### src/rtl/bcd_pkg.sv
// rtl/bcd_pkg.sv - shared BCD digit type, constants and helpers
package bcd_pkg;

   typedef logic [3:0] bcd_digit_t;

   localparam bcd_digit_t BCD_MAX = 4'd9;

   // Tens digit of a binary value 0..99
   function automatic bcd_digit_t tens_of(input int n);
      return bcd_digit_t'((n / 10) % 10);
   endfunction

   // Units digit of a binary value 0..99
   function automatic bcd_digit_t units_of(input int n);
      return bcd_digit_t'(n % 10);
   endfunction

   // True when the nibble is a legal decimal digit
   function automatic logic is_bcd(input bcd_digit_t d);
      return (d <= BCD_MAX);
   endfunction

endpackage

### src/rtl/bcd_digit.sv
// rtl/bcd_digit.sv - one BCD decade with clear, load, wrap and up/down step
module bcd_digit
   import bcd_pkg::*;
(
   input  logic       clk_i,
   input  logic       rst_ni,
   input  logic       clr_i,
   input  logic       up_i,
   input  logic       dn_i,
   input  logic       load_i,
   input  bcd_digit_t load_val_i,
   input  logic       wrap_i,
   input  bcd_digit_t wrap_val_i,
   output bcd_digit_t digit_o,
   output logic       at9_o,
   output logic       at0_o
);

   bcd_digit_t digit_q, digit_d;

   // Next digit: clear beats load beats modulus wrap beats a plain decade step
   always_comb begin
      digit_d = digit_q;
      if (clr_i) begin
         digit_d = '0;
      end else if (load_i) begin
         digit_d = load_val_i;
      end else if (wrap_i) begin
         digit_d = wrap_val_i;
      end else if (up_i) begin
         digit_d = (digit_q >= BCD_MAX) ? 4'd0 : digit_q + 4'd1;
      end else if (dn_i) begin
         digit_d = (digit_q == 4'd0 || digit_q > BCD_MAX) ? BCD_MAX : digit_q - 4'd1;
      end
   end

   // Digit register, cleared asynchronously
   always_ff @(posedge clk_i or negedge rst_ni) begin
      if (!rst_ni) begin
         digit_q <= '0;
      end else begin
         digit_q <= digit_d;
      end
   end

   assign digit_o = digit_q;
   assign at9_o   = (digit_q == BCD_MAX);
   assign at0_o   = (digit_q == 4'd0);

endmodule

### src/rtl/bcd_mod_counter.sv
// rtl/bcd_mod_counter.sv - two-digit BCD modulo counter with up/down, load and cascade
module bcd_mod_counter
   import bcd_pkg::*;
#(
   parameter int MOD = 60
) (
   input  logic       CLK,
   input  logic       RST,
   input  logic       CLR,
   input  logic       EN,
   input  logic       UP,
   input  logic       INC,
   input  logic       DEC,
   input  logic       LD,
   input  logic [3:0] DH,
   input  logic [3:0] DL,
   output logic [3:0] QH,
   output logic [3:0] QL,
   output logic       CA,
   output logic       BR,
   output logic       ZERO,
   output logic       LDERR
);

   generate
      if (MOD < 2 || MOD > 100) begin : g_bad_mod
         $error("bcd_mod_counter: MOD must lie in 2..100");
      end
   endgenerate

   localparam bcd_digit_t TERM_H = tens_of(MOD - 1);
   localparam bcd_digit_t TERM_L = units_of(MOD - 1);
   localparam logic [7:0] TERM_B = 8'(MOD - 1);

   bcd_digit_t qh, ql;
   logic       ql_at9, ql_at0, qh_at9, qh_at0;
   logic [7:0] cur_bin, ld_bin;
   logic       at_term, at_zero, in_range, ld_ok;
   logic       up_raw, dn_raw, go_up, go_dn, wrap_up, wrap_dn, wrap_any;
   logic       load_en;
   bcd_digit_t wrap_h, wrap_l;
   logic       lderr_q, lderr_d;

   assign cur_bin  = ({4'd0, qh} * 8'd10) + {4'd0, ql};
   assign ld_bin   = ({4'd0, DH} * 8'd10) + {4'd0, DL};

   assign at_term  = (qh == TERM_H) && (ql == TERM_L);
   assign at_zero  = qh_at0 && ql_at0;
   assign in_range = is_bcd(qh) && is_bcd(ql) && (cur_bin <= TERM_B);
   assign ld_ok    = is_bcd(DH) && is_bcd(DL) && (ld_bin <= TERM_B);

   // Opposite requests in one cycle cancel; CLR and LD swallow any step
   assign up_raw   = (EN & UP) | INC;
   assign dn_raw   = (EN & ~UP) | DEC;
   assign go_up    = up_raw & ~dn_raw & ~CLR & ~LD;
   assign go_dn    = dn_raw & ~up_raw & ~CLR & ~LD;

   // Terminal/zero crossings and any corrupted state jump straight to the wrap value
   assign wrap_up  = go_up & (at_term | ~in_range);
   assign wrap_dn  = go_dn & (at_zero | ~in_range);
   assign wrap_any = wrap_up | wrap_dn;
   assign wrap_h   = wrap_up ? 4'd0 : TERM_H;
   assign wrap_l   = wrap_up ? 4'd0 : TERM_L;

   assign load_en  = LD & ld_ok;

   bcd_digit u_units (
      .clk_i      (CLK),
      .rst_ni     (RST),
      .clr_i      (CLR),
      .up_i       (go_up),
      .dn_i       (go_dn),
      .load_i     (load_en),
      .load_val_i (DL),
      .wrap_i     (wrap_any),
      .wrap_val_i (wrap_l),
      .digit_o    (ql),
      .at9_o      (ql_at9),
      .at0_o      (ql_at0)
   );

   bcd_digit u_tens (
      .clk_i      (CLK),
      .rst_ni     (RST),
      .clr_i      (CLR),
      .up_i       (go_up & ql_at9),
      .dn_i       (go_dn & ql_at0),
      .load_i     (load_en),
      .load_val_i (DH),
      .wrap_i     (wrap_any),
      .wrap_val_i (wrap_h),
      .digit_o    (qh),
      .at9_o      (qh_at9),
      .at0_o      (qh_at0)
   );

   // A rejected load flags for exactly the following cycle
   always_comb begin
      lderr_d = LD & ~CLR & ~ld_ok;
   end

   // Load-error pulse register
   always_ff @(posedge CLK or negedge RST) begin
      if (!RST) begin
         lderr_q <= 1'b0;
      end else begin
         lderr_q <= lderr_d;
      end
   end

   assign QH    = qh;
   assign QL    = ql;
   assign CA    = go_up & at_term & RST;
   assign BR    = go_dn & at_zero & RST;
   assign ZERO  = at_zero;
   assign LDERR = lderr_q;

   logic unused_ok;
   assign unused_ok = qh_at9;

endmodule
### config.mk
export PLATFORM = sky130hd
export DESIGN_NAME = bcd_mod_counter
export DESIGN_NICKNAME = d
export VERILOG_FILES = /design/src/rtl/bcd_pkg.sv /design/src/rtl/bcd_digit.sv /design/src/rtl/bcd_mod_counter.sv
export SDC_FILE = /design/constraint.sdc
export NUM_CORES = 1
export LEC_CHECK = 0
export ABC_AREA = 1
export CORE_ASPECT_RATIO = 1.4
export CORE_MARGIN = 4
export CORE_UTILIZATION = 40
export CTS_CLUSTER_DIAMETER = 80
export CTS_CLUSTER_SIZE = 28
export DETAILED_ROUTE_END_ITERATION = 10
export PLACE_DENSITY = 0.65
export SYNTH_ARGS = -nofsm -noshare
export SYNTH_HDL_FRONTEND = slang
export SYNTH_SLANG_ARGS = --single-unit
### constraint.sdc
create_clock -name CLK -period 7.2 [get_ports CLK]
set_clock_uncertainty 0.15 [all_clocks]
set_input_delay 1.8 -clock CLK [delete_from_list [all_inputs] [get_ports CLK]]
set_output_delay 1.8 -clock CLK [all_outputs]
set_load 0.1 [all_outputs]
==> results by group, run 1 <==
Outcome
  • Outcome: finished, final reports clean

Power and ir drop
  • Max IR drop VDD: between 0.15 and 0.2 mV
  • PD cells: around 360 mW/mm^2
  • Static Leak: between 1 and 1.5 nW

Placement
  • Placer Congestion: between 0.8 and 0.9
  • Place WS: 1.92 ns
  • Inst Count DP: between 300 and 400
  • Port Buf Inserts: 27
  • DP Area: about 0.0021 sq mm
  • Hpwl dp: 3550 microns

Synthesis
  • Post-synth top flop: dfrtp_1
  • Most frequent cell after synthesis: nand2_1
  • Complex-gate fraction of the synthesized area: roughly a tenth
  • Seq cells post-synth: 9
  • Adder-Cell Fraction of Synth Area: between 10% and 20%
  • Syn avg cell area: approximately 6.7 sq um
  • Post-Synth XOR/XNOR Area: around 4%
  • Cell taking the most area after synthesis: nand2_1
  • Ys async rst share: 100%
  • Area of the mapped netlist: between 0.0015 and 0.002 sq mm
  • Post-Synth Simple-Gate Area: a little under half
  • Post-synthesis mux area share: 0%
  • Synth top area share: between 15 and 20%
  • Syn Inst Count: around 260
  • Sequential-to-total area share from yosys stat: 12.8%
  • Syn_nets: slightly above 300
  • Unique masters post-synth: 34
  • Synth Warn #: 0
  • Main combinational cell family by area after synthesis: simple AND/OR/NAND/NOR gates
  • Synth area leaders: nand2_1 16%, ha_1 15%, dfrtp_1 13%
  • Number of synthesized flops with an enable pin: 0
  • Commonest cells post-synth: 73 x nand2_1, 23 x inv_1, 21 x ha_1

Floorplanning
  • Die area: between 0.005 and 0.006 sq mm
  • Core footprint: between 0.004 and 0.005 sq mm
  • Initial Util: 41.4%
  • Core Rows: 28
  • Total I/O pin count: 28
  • Die W: around 64 microns
  • Die Y-Extent: 86.4 microns

Global routing
  • First-pass GRT wire length: roughly 7100 microns
  • Vias in the first global route: ~1700
  • Largest net degree at the start of global routing: 17
  • Initial antenna violation count: 0
  • Tot GR Track Use: 16.0%
  • GRT overflow: 0

Clock network
  • Post-CTS Resized: 0
  • Max Root-Sink Buffers: 2
  • CTS tree: built
  • Total CTS buffers: 3
  • Cts hold-fix bufs: 0
  • Clock Latency Late Sink: 0.23 ns
  • Clock Sinks: 9
  • Postcts setup bufs: 0
  • H-tree depth: 1
  • Clk pin slew, worst setup/hold paths: ~0.05 ns
  • Root Buffer: clkbuf_8

STA
  • RSZ-0062 raised after global routing: false
  • Finish-stage setup viols: 0
  • Final WS setup: about 1.9 ns
  • Slew @ Worst Pin: about 0.97 ns
  • Fin Setup TNS: 0 ns
  • Final Cycle Share: around 73%
  • Worst rel slew slack: 35.1%
  • Slew Limit Fails: 0
  • Post-layout min period: 5.27 ns
  • Hold Vio Cnt, Final: 0
  • Max Freq: around 190 MHz

Route
  • Wire length per cell: between 10 and 15 microns
  • Antenna Nets Post-Route: 0
  • Routed wire length: slightly above 4000 microns
  • Post-route DRC: 0
  • Drt initial violations: 50
  • Vias: roughly 1700
  • TritonRoute pass-1 iters: 4
  • Vias per cell: between 4 and 5

Hold path
  • Hold Crit Start: u_tens.digit_o[0]
  • Worst Hold Class: reg2reg

Worst setup path
  • Crit path cell chain: clkdlybuf4s50_1 -> inv_2 -> a21oi_1 -> nand3_2 -> nor3_1 -> buf_4
  • Critical path peak fanout: 7
  • WP data required: roughly 5.3 ns
  • Critical path launch point type: primary input
  • Critical path class: in2out
  • R2R Path Start: u_tens.digit_o[1]
  • Crit. End Element: output pin
  • CP peak stage delay: 0.49 ns
  • CP max-delay cell: clkdlybuf4s50_1
  • Worst EP arrival: around 3.3 ns
  • Worst setup path startpoint: UP

Final layout
  • Register area: 225 sq um
  • Area Growth Syn to Fin: 21.3%
  • Share of cells above drive strength 1: ~15%
  • Layout Utilization: between 50% and 60%
  • Nets: between 300 and 400
  • Final Cell Area: between 0.002 and 0.0025 sq mm
  • Non-Filler Instances: 352
  • Antenna Cells: 0
  • Area of the multi-input gates: about 0.0014 sq mm
  • Fillcell total: 437

Job
  • Max-cap violations: 0
[where the power goes]
group          leakage, nW  internal, W  switching (W)
logic                0.946     0.000199       0.000409
registers            0.117    0.0000681      0.0000415
clock network       0.0228    0.0000386      0.0000198
total                 1.09     0.000305       0.000470
[metal layers]
metal	vias up	share of wire (%)	track usage, %
met3	13	2.5	1.30
met1	757	39	15.7
li1	922	-	-
met2	41	54	32.1
met4	0	4.1	9.04
met5	-	0	0
[path summary, 6_finish.rpt]
path,endpoint,slack [ns],cells past startpoint
setup / recovery,CA,1.93,6
hold / removal,u_tens.digit_o[0],0.53,2
setup reg to reg,u_tens.digit_o[1],4.12,16
hold reg to reg,u_tens.digit_o[0],0.53,2
max in group asynchronous,u_units.digit_o[2],4.81,1
min in group asynchronous,u_tens.digit_o[1],1.75,1
[cell type report]
cell class                      instances  area share (%)
Clock buffer                            4            2.12
Inverter                               33            5.82
Multi-Input combinational cell        219            65.5
Sequential cell                         9            10.6
Tap cell                               60            3.53
Timing Repair Buffer                   27            12.5
[through the flow]
stage	hold WS (ns)	total power (W)
2_1_floorplan	0.898	0.000589
3_3_place_gp	0.523	0.000720
3_5_place_dp	0.521	0.000721
4_1_cts	0.528	0.000784
5_1_grt	0.576	0.000852
6_report	0.531	0.000776
[critical path: cells and delay by family]
| kind | cells | cell delay, ns |
|---|---|---|
| AOI/OAI and AO/OA | 1 | 0.18 |
| buffers and inverters | 3 | 0.85 |
| and+or+nand+nor | 2 | 0.48 |
[flip-flops by register name (all words and copies together), names as in the netlist]
name,count
LDERR,1
u_units.digit_o,4
u_tens.digit_o,4
[logic make-up after synthesis]
kind of cell | after synthesis
AOI/OAI and AO/OA | 33
xor gates and xnor gates | 8
adders and majority gates | 25
buffers and inverters | 34
DFF | 9
and+or+nand+nor | 153
[placed cells by master, fill, tap and decap left out, types with 7 or more instances in the layout]
cell | Yosys | routed
a21oi_1 | 12 | 12
clkdlybuf4s50_1 | 0 | 25
dfrtp_1 | 9 | 9
ha_1 | 21 | 21
inv_1 | 23 | 23
inv_2 | 9 | 9
nand2_1 | 73 | 73
nand3_1 | 15 | 15
nand3_2 | 7 | 7
nand4_1 | 7 | 7
nor2_1 | 18 | 18
o21ai_0 | 10 | 10
Note: power is estimated with default switching activity, not from simulation.
==> run 2: changes to the inputs <==
Settings changed: PLACE_DENSITY 0.65 to 0.68.
Clock period 7.2 ns to 4.36 ns, I/O delays scaled along.
==> run 2 against run 1 <==
- final cell count grew 0.57%
- count of clock-buffer cells in the layout is the same
- power grew 66%
- via count grew 2.6%
- clock power grew 62%
- largest power group unchanged
- worst setup slack lost 1.5 ns
- highest routed layer unchanged
==> results by group, run 2 (synthesis results as in run 1) <==
Worst setup path
  • Crit path cell chain: clkdlybuf4s50_1 -> ha_1 -> ha_1 -> fa_1 -> nand2_1 -> inv_1 -> nand4_1 -> nand3_1 -> nand2_1 -> nor2_2 -> nand3_4 -> nand4_4 -> nand2_4 -> nor2_1 -> nand2_1 -> o21ai_1
  • Worst EP arrival: 3.97 ns (+0.65 ns)
  • Critical path class: in2reg
  • Critical path peak fanout: 16 (+9)
  • Crit path max-delay family: adder cells
  • Critical path launch point type: primary input
  • Critical path buffers and inverters: 2 (-1)
  • WP data required: 4.36 ns (-0.89 ns)
  • CP peak stage delay: 0.59 ns (+0.10 ns)
  • CP dominant cell by count: nand2_1
  • Crit. End Element: flip-flop
  • CP max-delay cell: clkdlybuf4s50_1

Global routing
  • GRT overflow: 0 (unchanged)
  • Largest net degree at the start of global routing: 17 (unchanged)
  • Tot GR Track Use: 16.7% (+0.63 points)
  • Initial antenna violation count: 0 (unchanged)
  • Vias in the first global route: 1832 (+6.3%)
  • First-pass GRT wire length: 7510 microns (+5.3%)

Clock network
  • Clk pin slew, worst setup/hold paths: 0.04 ns (about the same)
  • CTS tree: built
  • Clock Latency Late Sink: 0.23 ns (about the same)
  • Cts hold-fix bufs: 0 (unchanged)
  • Post-CTS Resized: 0 (unchanged)
  • Clock Sinks: 9 (unchanged)
  • Total CTS buffers: 3 (unchanged)
  • Max Root-Sink Buffers: 2 (unchanged)
  • H-tree depth: 1 (unchanged)
  • Postcts setup bufs: 0 (unchanged)
  • Root Buffer: clkbuf_8

STA
  • Slew Limit Fails: 0 (unchanged)
  • Post-layout min period: 3.97 ns
  • Max Freq: approximately 250 MHz
  • RSZ-0062 raised after global routing: false
  • Finish-stage setup viols: 0 (unchanged)
  • Slew @ Worst Pin: 0.967 ns (-0.00375 ns)
  • Fin Setup TNS: 0 ns (unchanged)
  • Worst rel slew slack: 35.3% (+0.25 points)
  • Final Cycle Share: slightly above 90%
  • Final WS setup: 0.395 ns (-1.53 ns)
  • Hold Vio Cnt, Final: 0 (unchanged)

Placement
  • Place WS: 0.178 ns (-1.74 ns)
  • Hpwl dp: 3690 microns (+3.9%)
  • DP Area: 0.00214 sq mm (+2.7%)
  • Placer Congestion: 0.903 (+4.1%)
  • Port Buf Inserts: 27 (unchanged)

Final layout
  • Fillcell total: 418 (-4.3%)
  • Area of the multi-input gates: 0.00141 sq mm (+1.3%)
  • Share of cells above drive strength 1: 16.7% (+1.9 points)
  • Most common cell after layout, fill and taps aside: nand2_1
  • Nets: 336 (+0.60%)
  • Final Cell Area: 0.00219 sq mm (+2.6%)
  • Antenna Cells: 0 (unchanged)
  • Area Growth Syn to Fin: 24.5%
  • Register area: 225 sq um (unchanged)
  • Most frequent cells in the layout: 73 x nand2_1, 24 x clkdlybuf4s50_1, 23 x inv_1

Route
  • Vias per cell: 5.02 (+2.0%)
  • Wire length per cell: 12.0 microns (+3.4%)
  • Vias: 1778 (+2.6%)
  • Antenna Nets Post-Route: 0 (unchanged)
  • Drt initial violations: 24 (-52%)
  • Routed wire length: 4240 microns (+4.0%)
  • Post-route DRC: 0 (unchanged)
  • TritonRoute pass-1 iters: 4 (unchanged)

Floorplanning
  • Die area: 0.00553 sq mm (unchanged)
  • Die Y-Extent: 86.4 microns (unchanged)
  • Die W: 64.0 microns (unchanged)
  • Core Rows: 28 (unchanged)
  • Initial Util: 41.4% (unchanged)
  • Core footprint: 0.00424 sq mm (unchanged)
  • Total I/O pin count: 28 (unchanged)

Job
  • Max-cap violations: 0 (unchanged)

Hold path
  • Worst Hold Class: reg2reg

Power and ir drop
  • PD cells: 587 mW/mm^2 (+61%)
  • Static Leak: 1.11 nW (+2.2%)
  • Max IR drop VDD: 0.190 mV (+19%)
  • Overall power: 0.00128 W (+66%)

Outcome
  • Outcome: finished, final reports clean
-- run 2: cell count changes in the layout (fill, tap and decap cells not counted) --
| cell | delta |
|---|---|
| buf_12 | +2 |
| nor3_2 | +1 |
| nor2_1 | -1 |
| buf_4 | +1 |
| clkdlybuf4s50_1 | -1 |
| nor2_2 | +1 |
| nor3_4 | +1 |
| nor3_1 | -2 |
-- run 2: worst min-delay path: stages (launching register included) --
cell and delay [ns]:
dfrtp_1 0.44, inv_2 0.12, o21ai_1 0.07
-- run 2: worst paths after layout --
path,startpoint,slack [ns],depth (start not counted),to
min in group asynchronous,RST,1.00,2,u_units.digit_o[1]
worst max register to register,u_tens.digit_o[1],1.30,16,u_tens.digit_o[1]
worst min register to register,u_units.digit_o[3],0.53,2,u_units.digit_o[3]
worst min-delay path,u_units.digit_o[3],0.53,2,u_units.digit_o[3]
worst max-delay path,DH[3],0.39,16,u_units.digit_o[2]
max in group asynchronous,RST,2.92,2,u_units.digit_o[3]
-- run 2: cell type report --
class	instances	share of cell area (%)
Multi-Input combinational cell	219	64.7
Clock buffer	4	2.06
Sequential cell	9	10.3
Inverter	33	5.67
Tap cell	60	3.43
Timing Repair Buffer	29	13.9
-- run 2: routing by layer --
metal  track usage, %  part of all wire (%)  routed length [microns]
met1             16.0                    38                     1600
met2             32.5                    53                     2270
met3             1.82                   3.4                      142
met4             11.0                   5.5                      231
met5                0                     0                        0
-- run 2: power breakdown --
group / leakage, nW / switching [W] / total (W) / internal (W)
combinational: 0.970 / 0.000679 / 0.00101 / 0.000328
sequential: 0.117 / 0.0000704 / 0.000183 / 0.000112
clock: 0.0228 / 0.0000311 / 0.0000947 / 0.0000636
-- run 2: through the flow --
step | instances | util (%) | hold slack (ns)
finish | 354 | 51.6 | 0.526
detailed placement | 350 | 50.5 | 0.520
global placement | 350 | 50.5 | 0.519
CTS | 354 | 51.6 | 0.524
floorplan | 262 | - | 0.644
global route | 354 | 51.6 | 0.551
==> run 3: changes to the inputs <==
Settings changed: ABC_AREA 1 to default, CTS_CLUSTER_SIZE 28 to default, PLACE_DENSITY 0.68 to 0.69.
==> run 3 against run 2 <==
- power decreased by 19%
- synthesized cell count decreased by 21%
- fmax decreased by 6.3%
- clock power increased by 3.0%
- critical path depth decreased by 4
- die area decreased by 8.3%
- register-to-register slack got worse by 0.54 ns
- area after synthesis decreased by 9.3%
- cell area decreased by 6.8%
- critical path type unchanged
==> results by group, run 3 <==
Final layout
  • Nets: 284 (-15%)
  • Layout Utilization: 54.5% (+2.9 points)
  • Antenna Cells: 0 (unchanged)
  • Share of cells above drive strength 1: 11.6% (-5.1 points)
  • Non-Filler Instances: 284 (-20%)
  • Most common cell after layout, fill and taps aside: nand2_1
  • Final Cell Area: 0.00204 sq mm (-6.8%)
  • Most frequent cells in the layout: 25 x nand2_1, 23 x clkdlybuf4s50_1, 21 x ha_1
  • Area Growth Syn to Fin: 28.1%

Power and ir drop
  • Static Leak: 0.912 nW (-18%)
  • Internal power: 0.000441 W (-12%)
  • PD cells: 508 mW/mm^2 (-13%)
  • Max IR drop VDD: 0.379 mV (+100%)
  • Logic pwr share: 75.1% (-3.3 points)
  • Clk pwr share: 9.4% (+2.0 points)
  • Switch share: 57.4% (-3.3 points)
  • Seq pwr share: 15.5% (+1.3 points)
  • Psw: 0.000595 W (-24%)

Clock network
  • Clk pin slew, worst setup/hold paths: 0.05 ns (about the same)
  • Root Buffer: clkbuf_8
  • Total CTS buffers: 3 (unchanged)
  • CTS tree: built
  • H-tree depth: 1 (unchanged)
  • Max Root-Sink Buffers: 2 (unchanged)
  • Postcts setup bufs: 0 (unchanged)
  • Cts hold-fix bufs: 0 (unchanged)
  • Clock Latency Late Sink: 0.23 ns (about the same)
  • Clock Sinks: 9 (unchanged)

Hold path
  • Worst Hold Class: reg2reg
  • Hold path depth: 2 (unchanged)

Placement
  • Hpwl dp: 3310 microns (-10%)
  • Inst Count DP: 280 (-20%)
  • Port Buf Inserts: 27 (unchanged)
  • Placer Congestion: 0.832 (-7.9%)
  • DP Area: 0.00198 sq mm (-7.5%)

Floorplanning
  • Initial Util: 42.5% (+1.1 points)
  • Die area: 0.00507 sq mm (-8.3%)
  • Die Y-Extent: 82.6 microns (-4.3%)
  • Core Rows: 26 (-7.1%)
  • Die W: 61.3 microns (-4.2%)
  • Core footprint: 0.00374 sq mm (-12%)
  • Total I/O pin count: 28 (unchanged)

STA
  • Final Cycle Share: 97.1% (+6.1 points)
  • Slew @ Worst Pin: 0.966 ns (-0.000758 ns)
  • Hold Vio Cnt, Final: 0 (unchanged)
  • Post-layout min period: 4.23 ns (+0.268 ns)
  • Worst rel slew slack: 35.4% (+0.051 points)
  • Finish-stage setup viols: 0 (unchanged)
  • Max Freq: 236 MHz (-6.3%)
  • Slew Limit Fails: 0 (unchanged)

Route
  • Vias per cell: 5.82 (+16%)
  • Drt initial violations: 66 (+180%)
  • Vias: 1652 (-7.1%)
  • Antenna Nets Post-Route: 0 (unchanged)
  • TritonRoute pass-1 iters: 4 (unchanged)
  • Post-route DRC: 0 (unchanged)
  • Wire length per cell: 14.1 microns (+18%)
  • Routed wire length: 4000 microns (-5.5%)

Global routing
  • Tot GR Track Use: 17.0% (+0.33 points)
  • GRT overflow: 0 (unchanged)
  • Largest net degree at the start of global routing: 18 (+1)
  • First-pass GRT wire length: 6690 microns (-11%)
  • Initial antenna violation count: 0 (unchanged)
  • Vias in the first global route: 1563 (-15%)

Worst setup path
  • Critical path class: in2reg
  • CP peak stage delay: 0.54 ns (-0.05 ns)
  • CP max-delay cell: fa_1
  • Length in cells of the worst reg-to-reg path: 10 (-6)
  • Stages on worst setup path: 12 (-4)
  • Crit path max-delay family: adder cells
  • WP data required: 4.33 ns (-0.03 ns)
  • Crit path cell chain: clkdlybuf4s50_1 -> ha_1 -> ha_1 -> fa_1 -> and3b_1 -> o211ai_1 -> maj3_1 -> a22oi_1 -> or3_4 -> o21a_1 -> a32o_1 -> a22o_1
  • Crit. End Element: flip-flop
  • CP dominant cell by count: ha_1
  • Worst EP arrival: 4.20 ns (+0.23 ns)
  • Critical path peak fanout: 8 (-8)
  • Critical path launch point type: primary input
  • Critical path buffers and inverters: 1 (-1)

Synthesis
  • Syn avg cell area: 7.73 sq um (+15%)
  • Seq cells post-synth: 9 (unchanged)
  • Unique masters post-synth: 52 (+53%)
  • Commonest cells post-synth: 25 x nand2_1, 21 x ha_1, 19 x nor2_1
  • Syn Inst Count: 206 (-21%)
  • Ys async rst share: 100% (unchanged)
  • Number of synthesized flops with an enable pin: 0 (unchanged)
  • Synth area leaders: ha_1 17%, dfrtp_1 14%, nand2_1 5.9%
  • Cell taking the most area after synthesis: ha_1
  • Synth top area share: 16.5% (+0.90 points)
  • Synth Warn #: 0 (unchanged)
  • Most frequent cell after synthesis: nand2_1
  • Post-Synth XOR/XNOR Area: 4.32% (+0.33 points)
  • Syn_nets: 247 (-18%)
  • Main combinational cell family by area after synthesis: compound AO/OA/AOI/OAI gates
  • Complex-gate fraction of the synthesized area: 25.9% (+16 points)
  • Area of the mapped netlist: 0.00159 sq mm (-9.3%)
  • Adder-Cell Fraction of Synth Area: 22.2% (+2.6 points)
  • Post-synth top flop: dfrtp_1
  • Post-synthesis mux area share: 2.59% (+2.6 points)
  • Post-Synth Simple-Gate Area: 24.7% (-21 points)
  • Sequential-to-total area share from yosys stat: 14.2% (+1.3 points)

Job
  • Max-cap violations: 0 (unchanged)

Outcome
  • Outcome: finished, final reports clean
-- run 3: changes by cell type after synthesis, moves of 5 or more --
cell | before | now
nand4_1 | 7 | 2
nand2_2 | 6 | 0
o22ai_1 | 1 | 7
inv_2 | 9 | 0
inv_1 | 23 | 11
nor2_2 | 6 | 0
nand3_2 | 7 | 0
nand3_1 | 15 | 9
nand2_1 | 73 | 25
-- run 3: path summary, 6_finish.rpt --
kind	startpoint	slack [ns]	endpoint
min in group asynchronous	RST	1.06	u_tens.digit_o[1]
max reg2reg	u_tens.digit_o[1]	0.76	u_tens.digit_o[2]
min reg2reg	u_units.digit_o[1]	0.54	u_units.digit_o[1]
max	DH[1]	0.13	u_tens.digit_o[0]
max in group asynchronous	RST	2.86	LDERR
min	u_units.digit_o[1]	0.54	u_units.digit_o[1]
-- run 3: cell families after synthesis --
family / count (synthesis)
AO/OA/AOI/OAI: 61
XOR/XNOR: 7
adder cells (fa/ha/maj): 26
buffers and inverters: 19
flip-flops: 9
multiplexers: 4
AND/OR/NAND/NOR: 80
-- run 3: timing repair --
action | 4_1_cts | 5_1_grt
gates resized for setup | 0 | 2
endpoints found under the hold margin | 0 | 0
setup endpoints to repair | 0 | 6
-- run 3: area by class of cell --
cell class,instances,area [sq um]
flip-flops and latches,9,225
multi-input cells,178,1290
clock buffers,4,45.0
well taps,42,52.6
fillers,372,1700
inverters,11,41.3
repair buffers,40,383
-- run 3: metrics by stage --
stage	TNS [ns]	setup slack (ns)	total power [W]	hold slack, ns
final	0	0.127	0.00104	0.542
after global routing	-0.0101	-0.00703	0.00113	0.579
after CTS	0	0.0378	0.00104	0.544
after detailed placement	-0.673	-0.203	0.000938	0.537
after global placement	-0.328	-0.116	0.000927	0.527
after floorplan	0	0.0762	0.000755	0.644
-- run 3: worst reg2reg max path, cell delays in order (launching register included) --
cell and delay [ns]:
dfrtp_1 0.50, ha_1 0.35, ha_1 0.22, fa_1 0.62
nand3_1 0.10, or4_1 0.51, a21boi_0 0.22, a31o_2 0.26
o2111ai_1 0.12, a32o_1 0.24, a22o_1 0.19
-- run 3: routing by layer --
layer  track usage (%)  share of wire, %  vias to the layer above
li1                  -                 -                      842
met3             0.622               3.6                        4
met1              19.9                43                      766
met2              31.4                52                       40
met5                 0                 0                        -
met4              6.72               1.4                        0
-- run 3: power by group through the flow --
stage / Combinational (W) / Clock, W / Sequential [W]
after detailed placement: 0.000774 / 0 / 0.000163
after global routing: 0.000852 / 0.000107 / 0.000168
after global placement: 0.000764 / 0 / 0.000163
after CTS: 0.000778 / 0.0000997 / 0.000161
final: 0.000778 / 0.0000975 / 0.000161
after floorplan: 0.000457 / 0 / 0.000298
